[config.mk]
export PLATFORM = sky130hd
export DESIGN_NAME = frv_asi_ctrl
export DESIGN_NICKNAME = d
export VERILOG_FILES = /design/src/rtl/frv_asi_ctrl.sv
export SDC_FILE = /design/constraint.sdc
export NUM_CORES = 1
export LEC_CHECK = 0
export BUFFER_PORTS_ARGS = -buffer_cell sky130_fd_sc_hd__buf_2
export CAP_MARGIN = 30
export CORE_UTILIZATION = 45
export DETAILED_ROUTE_END_ITERATION = 12
export PLACE_DENSITY = 0.89
export SLEW_MARGIN = 20
export SYNTH_ARGS = -nofsm -noshare
export SYNTH_HDL_FRONTEND = slang
export SYNTH_SLANG_ARGS = --single-unit
[constraint.sdc]
create_clock -name g_clk -period 5.15 [get_ports g_clk]
set_input_delay 0.515 -clock g_clk [delete_from_list [all_inputs] [get_ports g_clk]]
set_output_delay 0.515 -clock g_clk [all_outputs]
set_load 0.01 [all_outputs]
[src/rtl/frv_asi_ctrl.sv]
// frv_asi_ctrl: issue/retire controller between execute-stage dispatch and
// the algorithm-specific instruction unit (AES/SHA2/SHA3). Holds operands
// stable across a multi-cycle operation, captures the result and hands it to
// writeback through a valid/ready handshake. A kill or a watchdog timeout
// aborts the operation and pulses the unit's flush lines for one cycle.
`timescale 1ns/1ps
module frv_asi_ctrl #(
  parameter int XLEN    = 32,
  parameter int OP      = 4,
  parameter int TIMEOUT = 64
) (
  input  logic            g_clk,
  input  logic            g_reset,
  // dispatch side
  input  logic            s_valid,
  output logic            s_ready,
  input  logic [OP:0]     s_uop,
  input  logic [XLEN-1:0] s_rs1,
  input  logic [XLEN-1:0] s_rs2,
  input  logic [1:0]      s_shamt,
  input  logic [4:0]      s_rd,
  input  logic            kill,
  // ASI unit side
  output logic            asi_valid,
  output logic [OP:0]     asi_uop,
  output logic [XLEN-1:0] asi_rs1,
  output logic [XLEN-1:0] asi_rs2,
  output logic [1:0]      asi_shamt,
  input  logic            asi_ready,
  input  logic [XLEN-1:0] asi_result,
  output logic            asi_flush_aessub,
  output logic            asi_flush_aesmix,
  output logic [XLEN-1:0] asi_flush_data,
  // writeback side
  output logic            wb_valid,
  input  logic            wb_ready,
  output logic [4:0]      wb_rd,
  output logic [XLEN-1:0] wb_result,
  output logic            wb_error,
  output logic [7:0]      busy_cycles
);

  localparam int XL = XLEN - 1;
  // Last BUSY count before the watchdog fires, and the value reported for a
  // timed-out operation.
  localparam logic [7:0] TO_LAST = 8'(TIMEOUT - 1);
  localparam logic [7:0] TO_VAL  = 8'(TIMEOUT);

  typedef enum logic [1:0] {
    IDLE  = 2'd0,
    BUSY  = 2'd1,
    FLUSH = 2'd2,
    DONE  = 2'd3
  } state_e;

  state_e      state_q, state_d;
  logic [OP:0] uop_q, uop_d;
  logic [XL:0] rs1_q, rs1_d;
  logic [XL:0] rs2_q, rs2_d;
  logic [1:0]  shamt_q, shamt_d;
  logic [4:0]  rd_q, rd_d;
  logic [7:0]  cnt_q, cnt_d;
  logic        err_q, err_d;
  logic [XL:0] res_q, res_d;
  logic [7:0]  bcyc_q, bcyc_d;
  logic        accept;

  // Dispatch handshake: free when idle or when the held result retires this
  // cycle; kill always blocks a new issue.
  always_comb begin
    s_ready = ~kill & ((state_q == IDLE) | ((state_q == DONE) & wb_ready));
    accept  = s_valid & s_ready;
  end

  // Next-state and datapath update for all controller registers.
  always_comb begin
    // NOTE: every signal gets a default before the case so no path leaves it
    // unassigned; that is what keeps this block free of inferred latches.
    state_d = state_q;
    uop_d   = uop_q;
    rs1_d   = rs1_q;
    rs2_d   = rs2_q;
    shamt_d = shamt_q;
    rd_d    = rd_q;
    cnt_d   = cnt_q;
    err_d   = err_q;
    res_d   = res_q;
    bcyc_d  = bcyc_q;

    unique case (state_q)
      IDLE: ;
      BUSY: begin
        cnt_d = (cnt_q == 8'hFF) ? cnt_q : cnt_q + 8'd1;
        if (kill) begin
          // Abandoned operation: flush, but do not report an error.
          err_d   = 1'b0;
          state_d = FLUSH;
        end else if (asi_ready) begin
          res_d   = asi_result;
          bcyc_d  = cnt_q;
          state_d = DONE;
        end else if (cnt_q == TO_LAST) begin
          err_d   = 1'b1;
          res_d   = '0;
          bcyc_d  = TO_VAL;
          state_d = FLUSH;
        end
      end
      FLUSH: begin
        if (kill) begin
          err_d   = 1'b0;
          state_d = IDLE;
        end else begin
          state_d = err_q ? DONE : IDLE;
        end
      end
      DONE: begin
        if (kill || wb_ready) state_d = IDLE;
      end
      default: state_d = IDLE;
    endcase

    // A new instruction (from IDLE, or back-to-back out of DONE) overrides
    // the transition chosen above.
    if (accept) begin
      uop_d   = s_uop;
      rs1_d   = s_rs1;
      rs2_d   = s_rs2;
      shamt_d = s_shamt;
      rd_d    = s_rd;
      cnt_d   = 8'd0;
      err_d   = 1'b0;
      state_d = BUSY;
    end
  end

  // State and datapath registers with asynchronous reset.
  always_ff @(posedge g_clk or posedge g_reset) begin
    if (g_reset) begin
      // NOTE: operand and result holding registers are reset too, because
      // they drive module outputs directly and must read 0 out of reset.
      state_q <= IDLE;
      uop_q   <= '0;
      rs1_q   <= '0;
      rs2_q   <= '0;
      shamt_q <= '0;
      rd_q    <= '0;
      cnt_q   <= '0;
      err_q   <= 1'b0;
      res_q   <= '0;
      bcyc_q  <= '0;
    end else begin
      // NOTE: non-blocking assignments so every register samples the values
      // from before this edge, independent of statement order.
      state_q <= state_d;
      uop_q   <= uop_d;
      rs1_q   <= rs1_d;
      rs2_q   <= rs2_d;
      shamt_q <= shamt_d;
      rd_q    <= rd_d;
      cnt_q   <= cnt_d;
      err_q   <= err_d;
      res_q   <= res_d;
      bcyc_q  <= bcyc_d;
    end
  end

  // Output decode from state and holding registers.
  always_comb begin
    asi_valid        = (state_q == BUSY);
    asi_uop          = uop_q;
    asi_rs1          = rs1_q;
    asi_rs2          = rs2_q;
    asi_shamt        = shamt_q;
    asi_flush_aessub = (state_q == FLUSH);
    asi_flush_aesmix = (state_q == FLUSH);
    asi_flush_data   = '0;
    wb_valid         = (state_q == DONE);
    wb_rd            = rd_q;
    wb_result        = res_q;
    wb_error         = err_q;
    busy_cycles      = bcyc_q;
  end

endmodule

After elaboration in Yosys (flattened, before gate mapping)
Index checks and enable logic that the tools add are counted.
{ "op_classes": {"reduce_logical": 10, "eq_ne": 11, "bitwise_logic": 5, "mux": 21, "add_sub_neg": 1} }
{ "op_table": {"columns": ["op", "n"], "rows": [
  ["$mux W32", 2],
  ["$mux W8", 5],
  ["$mux W2", 7],
  ["$add A8 B1 Y8 const B", 1],
  ["$eq A8 B6 Y1 const B", 1],
  ["$eq A8 B8 Y1 const B", 1],
  ["$pmux W2 S3", 1],
  ["$reduce_and A3 Y1", 2],
  ["$mux W1", 5],
  ["$ne A5 B2 Y1 const B", 1],
  ["$eq A2 B2 Y1 const B", 2],
  ["$ne A4 B2 Y1 const B", 1],
  ["$ne A4 B3 Y1 const B", 1],
  ["$reduce_and A4 Y1", 1],
  ["$reduce_bool A2 Y1", 2],
  ["$reduce_bool A4 Y1", 1],
  ["$and A1 B1 Y1", 3],
  ["$ne A3 B1 Y1 const B", 1],
  ["$ne A3 B2 Y1 const B", 1],
  ["$reduce_bool A3 Y1", 1],
  ["$eq A2 B1 Y1 const B", 1],
  ["$logic_not A2 Y1", 1],
  ["$ne A2 B2 Y1 const B", 1],
  ["$pmux W1 S2", 1],
  ["4 further kinds", 4]
]} }
{ "word_totals": {"output_inout_bits": 154, "in_bits": 114, "ff_bits": 127} }

Depth between registers and ports, before layout
Gate-level depths: netlist of the first run.
{ "depth": {"word_depth": 7, "depth_mapped": 9} }

Worst setup path before layout of the first run
No wires, ideal clock.
{ "synth_path": {"path_type": "reg2reg", "from": "register state_q[0]", "to": "register state_q[1]", "setup_time_ps": 66, "setup_slack_ps": 3373, "path_stages_with_launch": 7, "t_required_ps": 5084, "t_arrival_ps": 1711, "path_buffers": 1, "path_cell_list": "dfrtp_1 -> ha_1 -> a21o_1 -> and3_1 -> clkbuf_1 -> or4_1 -> nand2_1"} }
{ "synth_via": {"elab_chain_len": 7} }
{ "synth_lines": {"columns": ["item", "line", "rtl"], "rows": [
  ["start, declared", "56", "state_e state_q, state_d;"],
  ["start signal, assigned", "155", "state_q <= state_d;"],
  ["$eq A2 B2 Y1 *", null, null],
  ["net wb_valid", "35", "output logic wb_valid,"],
  ["$and A1 B1 Y1", "71", "s_ready = ~kill & ((state_q == IDLE) | ((state_q == DONE) & wb_ready));"],
  ["$or A1 B1 Y1", "71", null],
  ["$and A1 B1 Y1", "71", null],
  ["$and A1 B1 Y1", "72", "accept = s_valid & s_ready;"],
  ["$ne A5 B2 Y1 (no line) (tied with other cells)", null, null],
  ["$reduce_and A3 Y1 (no line)", null, null]
]} }
Mark *: on every way through the listed nets, which the timed path passes. The rest lies on a longest branch.
A chain may end at the register's enable or synchronous reset.

Worst setup path in the final report of the first run
{ "layout_path": {"from": "register state_q[1]", "to": "register rs2_q[15], in the netlist asi_rs2[15]"} }
{ "layout_via": {"elab_chain_len": 5} }
{ "layout_lines": {"columns": ["item", "line", "rtl"], "rows": [
  ["$eq A2 B2 Y1", "71", null],
  ["$and A1 B1 Y1", "71", null],
  ["$or A1 B1 Y1 *", "71", null],
  ["$and A1 B1 Y1 *", "71", null],
  ["$and A1 B1 Y1 *", "72", null],
  ["end signal, assigned", "158", "rs2_q <= rs2_d;"],
  ["end, declared", "59", "logic [XL:0] rs2_q, rs2_d;"]
]} }
Mark *: on every way between the ends. The rest lies on a longest branch, timed or not.

==> impl_metrics.csv, run 1 <==
group,metric,value,unit
run_status,status,"complete, no violations",
critical_path,startpoint_type,"register",
critical_path,cp_data_required_time,5.44,ns
drt,drt-total-wl,12820,um
worst_hold_path,holdPathStages,3,
layout,final_util,63.30,%
logic_synthesis,ys_ff_latch,127,
drt,initialDrtViolationCount,203,
global_routing,antenna_found_initial,0,
layout,mostFrequentLayoutCells,"buf_2, nand2_1, dfrtp_1, a22o_1, conb_1",
critical_path,critPathMaxFanout,41,
layout,antenna_cells,0,
timing,grt_setup_unrepaired,"false",
floorplanning,die_w,109.7,um
timing,setup_viol,0,
timing,setup_ws,2.814,ns
timing,whs,0.2910,ns
drt,viasPerCell,4.862,
power,power,4.396,mW
clock_tree,cts_hold_buffers,0,
run,max_cap_violations,0,
clock_tree,cts-resized-gates,0,
clock_tree,postCtsSetupBuffers,0,
layout,mostFrequentLayoutCell,"buf_2",
timing,slew_headroom,48.26,%
logic_synthesis,synthTopCellsByArea,"dfrtp_1, nand2_1, a22o_1",
floorplanning,initial_utilization,47.09,%
clock_tree,clock-sinks,127,
critical_path,reg2regPathDepth,6,
layout,nets,878,
logic_synthesis,async_flop_share,100.0,%
global_routing,gr-usage-all-layers,21.34,%
placement,dp_hpwl,8853,um
logic_synthesis,syn_avg_cell_area,9.861,um2
layout,final_area,7013,um2
logic_synthesis,yosysWarningCount,0,
critical_path,r2r-start,"state_q[1]",
timing,hold_viol_final,0,
layout,n_fill_cell,915,
logic_synthesis,synth-edff-count,0,
logic_synthesis,synthesis.area,5216,um2
clock_tree,numCtsBuffers,17,
logic_synthesis,postSynthCellCount,529,
logic_synthesis,synth_flop_cell,"dfrtp_1",
global_routing,grt_pass1_wl,19480,um
timing,finClkSkew,0.01049,ns
drt,drt-wirelength-per-cell,14.06,um
logic_synthesis,synth_top_area_share,60.93,%
layout,drive_above_1_share,36.14,%
clock_tree,insertion_delay,0.41,ns
power,peakVddDrop,0.3996,mV
global_routing,grt-ovfl-total,0,
clock_tree,cts_tree,"yes",
timing,tns,0,ns
critical_path,reg2reg_slack,2.81,ns
power,total_leakage_power,4.019,nW
critical_path,reg2reg_to,"asi_rs2[15]",
worst_hold_path,worstHoldStart,"s_rs2[8]",
drt,dr.pass1.iters,4,
global_routing,grt_pass1_vias,4136,
floorplanning,pin_count,268,
layout,area_growth,34.44,%
critical_path,worstSetupPathType,"register to register",
floorplanning,die_h,109.7,um
timing,fmax,0.4280,GHz
drt,drc,0,
floorplanning,dieArea,12030,um2
timing,fin_crit,2.336,ns
worst_hold_path,hold_end,"asi_rs2[8]",
clock_tree,clock_path_buffers,2,
critical_path,cp-end-kind,"register",
placement,port_buffers,235,
timing,post-route-period-util,45.36,%
logic_synthesis,yosysSeqAreaShare,60.93,%
floorplanning,coreArea,11080,um2
placement,place_congestion,0.7487,
drt,via_count,4434,
critical_path,worstPathArrival,2.63,ns
placement,post-place-ws,2.696,ns
timing,drv_slew,0,
placement,placed_cells,879,
clock_tree,htree_levels,4,
power,power.density,626.9,nW/um2
logic_synthesis,yosysTopAreaCell,"dfrtp_1",
floorplanning,num_rows,38,
drt,ant_nets,0,
logic_synthesis,synth_cell_types,37,
placement,place_area,6362,um2
layout,final_cells,912,
clock_tree,cts.clk_slew.worst_paths,0.07,ns
worst_hold_path,hold_class,"input pin to register",
timing,tightest_slew,0.7761,ns
global_routing,grt_max_degree,66,
clock_tree,root_buffer,"clkbuf_16",
-- registers in the layout (all words and copies together) (netlist names) --
register,cells
asi_rs1,32
asi_rs2,32
wb_result,32
busy_cycles,8
cnt_q,8
asi_uop,5
wb_rd,5
asi_shamt,2
state_q,2
wb_error,1
-- final cells by class --
| cell class | count | area (um2) | share of cell area [%] |
|---|---|---|---|
| Sequential cell | 127 | 3178 | 45.32 |
| Timing Repair Buffer | 242 | 1249 | 17.81 |
| Clock buffer | 17 | 425.4 | 6.066 |
| Multi-Input combinational cell | 365 | 1763 | 25.14 |
| Inverter | 6 | 25.02 | 0.3568 |
| Tap cell | 140 | 175.2 | 2.498 |
| Clock inverter | 15 | 197.7 | 2.819 |
-- synthesized netlist by cell type (all sizes together) (2+ instances only) --
cell	number
inv	6
o211ai	2
a22o	39
and2	3
o21ai	6
nor2	7
or3	2
and3	2
nand3	4
a21oi	5
dfrtp	127
ha	5
or4	2
a21o	2
buf	49
nand2	232
clkbuf	13
nand4	3
xor2	4
a31oi	2
-- report_power, final --
| group | switching, mW | leakage (nW) | total (mW) | internal, mW |
|---|---|---|---|---|
| clock | 0.480 | 0.300 | 1.26 | 0.779 |
| combinational | 0.825 | 2.12 | 1.45 | 0.628 |
| sequential | 0.246 | 1.60 | 1.68 | 1.44 |
| total | 1.55 | 4.02 | 4.40 | 2.85 |
-- how the worst max path moves through the flow --
stage	cells past startpoint	end	start
after floorplan	1	asi_rs1[0]	g_reset
after global placement	6	asi_rs2[18]	state_q[1]
after detailed placement	6	asi_rs2[11]	state_q[0]
after CTS	6	asi_rs2[11]	state_q[0]
after global routing	6	asi_rs2[27]	state_q[0]
final	6	asi_rs2[15]	state_q[1]
-- worst max-delay path, cell delays in order (launching register included) --
cell	delay, ns
dfrtp_1	0.40
ha_1	0.28
a21o_1	0.19
nand3_2	0.60
buf_4	0.53
nand2_1	0.13
nand2_1	0.06
-- routing by layer --
layer	part of all wire [%]	routed length [um]	GRT usage, %
met5	0	0	0
met4	1.3	164	7.429
met3	8.5	1090	8.062
met2	52	6619	36.34
met1	39	4948	24.60
-- cell families (layout without fill, tap and decap cells) --
logic type,Yosys count,count (layout),synth area share [%]
mux,1,1,0.1919
simple gates,262,262,20.12
other cells,1,32,0.07189
fa+ha+maj,5,5,1.199
flops,127,127,60.93
compound gates,60,60,9.019
xor+xnor,5,5,0.8395
buf+inv,68,280,7.628
Note: power is estimated with default switching activity, not from simulation.
==> run 2, diff against run 1 <==
--- a/config.mk
+++ b/config.mk
@@ -5,11 +5,12 @@
 export SDC_FILE = /design/constraint.sdc
 export NUM_CORES = 1
 export LEC_CHECK = 0
+export ABC_AREA = 1
 export BUFFER_PORTS_ARGS = -buffer_cell sky130_fd_sc_hd__buf_2
 export CAP_MARGIN = 30
-export CORE_UTILIZATION = 45
+export CORE_UTILIZATION = 41
 export DETAILED_ROUTE_END_ITERATION = 12
-export PLACE_DENSITY = 0.89
+export PLACE_DENSITY = 0.86
 export SLEW_MARGIN = 20
 export SYNTH_ARGS = -nofsm -noshare
 export SYNTH_HDL_FRONTEND = slang
==> constraint.sdc (replaced) <==
create_clock -name g_clk -period 2.1 [get_ports g_clk]
set_input_delay 0.21 -clock g_clk [delete_from_list [all_inputs] [get_ports g_clk]]
set_output_delay 0.21 -clock g_clk [all_outputs]
set_load 0.01 [all_outputs]
==> run 2 against run 1 <==
  * Synthesized cell count decreased by 8.9%
  * Fmax is 29% higher
  * Die area is 13% higher
  * First-iteration DRC count is 23% lower
  * Design area increased by 5.6%
  * Critical endpoint is now asi_rs2[23]
  * Critical path type unchanged
  * Area after synthesis up 3.3%
==> impl_metrics.csv, run 2 <==
group,metric,value,unit
logic_synthesis,synthTopCellsByArea,"dfrtp_1, mux2_2, nand2_1",
power,p_seq_share,38.0,%
drt,highest_layer,"met4",
logic_synthesis,synth_compound_area_share,2.600,%
logic_synthesis,synth-edff-count,0,
clock_tree,insertion_delay,0.40,ns
placement,dp_hpwl,8307,um
drt,wl_met1,4828,um
logic_synthesis,yosysTopAreaCell,"dfrtp_1",
critical_path,worstPathArrival,2.08,ns
logic_synthesis,synthesis.area,5390,um2
placement,port_buffers,235,
power,total_leakage_power,3.968,nW
logic_synthesis,synth_flop_cell,"dfrtp_1",
critical_path,reg2reg_to,"asi_rs2[23]",
power,switching_share,32.64,%
critical_path,cp-end-kind,"register",
critical_path,startpoint_type,"register",
layout,mostFrequentLayoutCells,"buf_2, nand2_1, dfrtp_1, mux2_2, conb_1",
critical_path,cp_data_required_time,2.38,ns
drt,wl_met3,810,um
layout,n_fill_cell,1057,
power,power.share.combinational,34.7,%
placement,place_congestion,0.7802,
drt,drt-wirelength-per-cell,13.18,um
clock_tree,htree_levels,4,
timing,post-route-period-util,85.91,%
critical_path,reg2reg_slack,0.30,ns
clock_tree,cts-resized-gates,0,
clock_tree,root_buffer,"clkbuf_16",
logic_synthesis,synth_simple_gate_area_share,12.98,%
timing,grt_setup_unrepaired,"false",
power,power.density,1489,nW/um2
logic_synthesis,synth.most_common_cell,"nand2_1",
timing,setup_viol,0,
layout,mostFrequentLayoutCell,"buf_2",
logic_synthesis,syn_avg_cell_area,11.18,um2
logic_synthesis,synth.top_cells.by_count,"nand2_1, dfrtp_1, mux2_2",
clock_tree,cts.clk_slew.worst_paths,0.05,ns
logic_synthesis,async_flop_share,100.0,%
logic_synthesis,synth_top_family_by_area,"multiplexers",
clock_tree,numCtsBuffers,17,
drt,viasPerCell,4.585,
drt,drc,0,
logic_synthesis,synth_cell_types,21,
logic_synthesis,postSynthCellCount,482,
drt,dr.pass1.iters,4,
drt,ant_nets,0,
placement,post-place-ws,0.3039,ns
logic_synthesis,synthAdderAreaFrac,1.161,%
timing,tns,0,ns
run_status,status,"complete, no violations",
timing,hold_viol_final,0,
critical_path,startpoint,"state_q[0]",
timing,tightest_slew,0.6455,ns
layout,antenna_cells,0,
critical_path,endpoint,"asi_rs2[23]",
logic_synthesis,yosysSeqAreaShare,58.96,%
critical_path,reg2regPathDepth,6,
timing,fmax,0.5543,GHz
drt,via_count,4223,
floorplanning,num_rows,41,
logic_synthesis,synthXorXnorAreaFrac,0,%
run,max_cap_violations,0,
timing,slew_headroom,56.96,%
power,peakVddDrop,0.7296,mV
logic_synthesis,synth_mux_area_share,15.88,%
layout,drive_above_1_share,47.93,%
timing,setup_ws,0.2958,ns
critical_path,r2r-start,"state_q[0]",
critical_path,critPathMaxFanout,42,
global_routing,grt_pass1_vias,4036,
power,p_sw,3.601,mW
logic_synthesis,yosysWarningCount,0,
floorplanning,pin_count,268,
power,clockPowerShare,27.3,%
global_routing,gr-usage-all-layers,17.62,%
layout,area_growth,37.40,%
global_routing,antenna_found_initial,0,
timing,drv_slew,0,
floorplanning,die_h,116.7,um
floorplanning,initial_utilization,42.37,%
timing,finClkSkew,0.005517,ns
clock_tree,clock_path_buffers,2,
global_routing,grt_max_degree,128,
floorplanning,dieArea,13610,um2
clock_tree,clock-sinks,127,
drt,initialDrtViolationCount,157,
global_routing,grt-ovfl-total,0,
logic_synthesis,ys_ff_latch,127,
floorplanning,coreArea,12720,um2
drt,met2_length,6357,um
clock_tree,cts_tree,"yes",
logic_synthesis,synth_top_area_share,58.96,%
timing,fin_crit,1.804,ns
global_routing,grt_pass1_wl,18200,um
power,intPower,7.430,mW
floorplanning,die_w,116.7,um
layout,nets,855,
drt,drt-total-wl,12140,um
critical_path,worstSetupPathType,"register to register",
worst_hold_path,hold_class,"input pin to asynchronous set/reset pin",
## run 2: cell count changes after synthesis, sizes merged, moves of 3 or more
cell	change
mux2	+76
nand2	-87
clkbuf	-13
a22o	-39
o21ai	+10
nor2	+5
inv	+18
nand3	+12
and2	-3
xor2	-4
## run 2: power by group through the flow
| stage | clock network, mW | logic (mW) | registers (mW) |
|---|---|---|---|
| final | 3.01 | 3.83 | 4.19 |
| after global routing | 3.19 | 4.25 | 4.33 |
| after CTS | 3.09 | 3.88 | 4.19 |
| after detailed placement | 0 | 3.86 | 4.20 |
| after global placement | 0 | 3.72 | 4.14 |
| after floorplan | 0 | 1.76 | 4.71 |
## run 2: kinds of logic after synthesis
| kind of cell | after synthesis |
|---|---|
| AO/OA/AOI/OAI | 23 |
| adder cells (fa/ha/maj) | 5 |
| buffers and inverters | 74 |
| flip-flops | 127 |
| multiplexers | 76 |
| other | 1 |
| AND/OR/NAND/NOR | 176 |
## run 2: final cells by class
class | instances | area (um2) | share of cell area [%]
clock buffers | 23 | 488.0 | 6.589
clock inverters | 9 | 131.4 | 1.774
inverters | 24 | 93.84 | 1.267
multi-input cells | 312 | 1886 | 25.46
flip-flops and latches | 127 | 3178 | 42.91
well taps | 172 | 215.2 | 2.906
repair buffers | 254 | 1414 | 19.09
## run 2: worst min path at each step
stage | startpoint | end | depth (start not counted)
5_1_grt | asi_result[18] | wb_result[18] | 3
6_report | g_reset | asi_shamt[0] | 3
3_3_place_gp | asi_result[10] | wb_result[10] | 3
3_5_place_dp | asi_result[13] | wb_result[13] | 3
4_1_cts | asi_result[11] | wb_result[11] | 3
2_1_floorplan | asi_result[10] | wb_result[10] | 2
## run 2: critical path: stages, from the launching register on
cell and delay, ns:
dfrtp_1 0.41, ha_1 0.27, nand2_1 0.11, nand2_1 0.09
nand3_4 0.16, buf_12 0.25, mux2_2 0.37
## run 2: stage by stage
stage	hold slack (ns)	total power, mW	cell area (um2)	cells	utilization, %
detailed placement	0.4199	8.064	6656	876	52.32
floorplan	0.3266	6.465	5510	513	-
global placement	0.4114	7.866	6656	876	52.32
CTS	0.001037	11.16	7406	921	58.21
global route	0.007285	11.77	7406	921	58.21
finish	0.01194	11.03	7406	921	58.21
## run 2: what timing repair did
item | 4_1_cts | 5_1_grt
hold buffers | 13 | 0
setup buffers | 0 | 0
endpoints found under the hold margin | 13 | 0
## run 2: metal layers
metal / up-vias / GRT usage (%)
met5: - / 0
met4: 0 / 7.679
met2: 185 / 30.93
li1: 1999 / -
met1: 2028 / 20.11
met3: 11 / 4.826
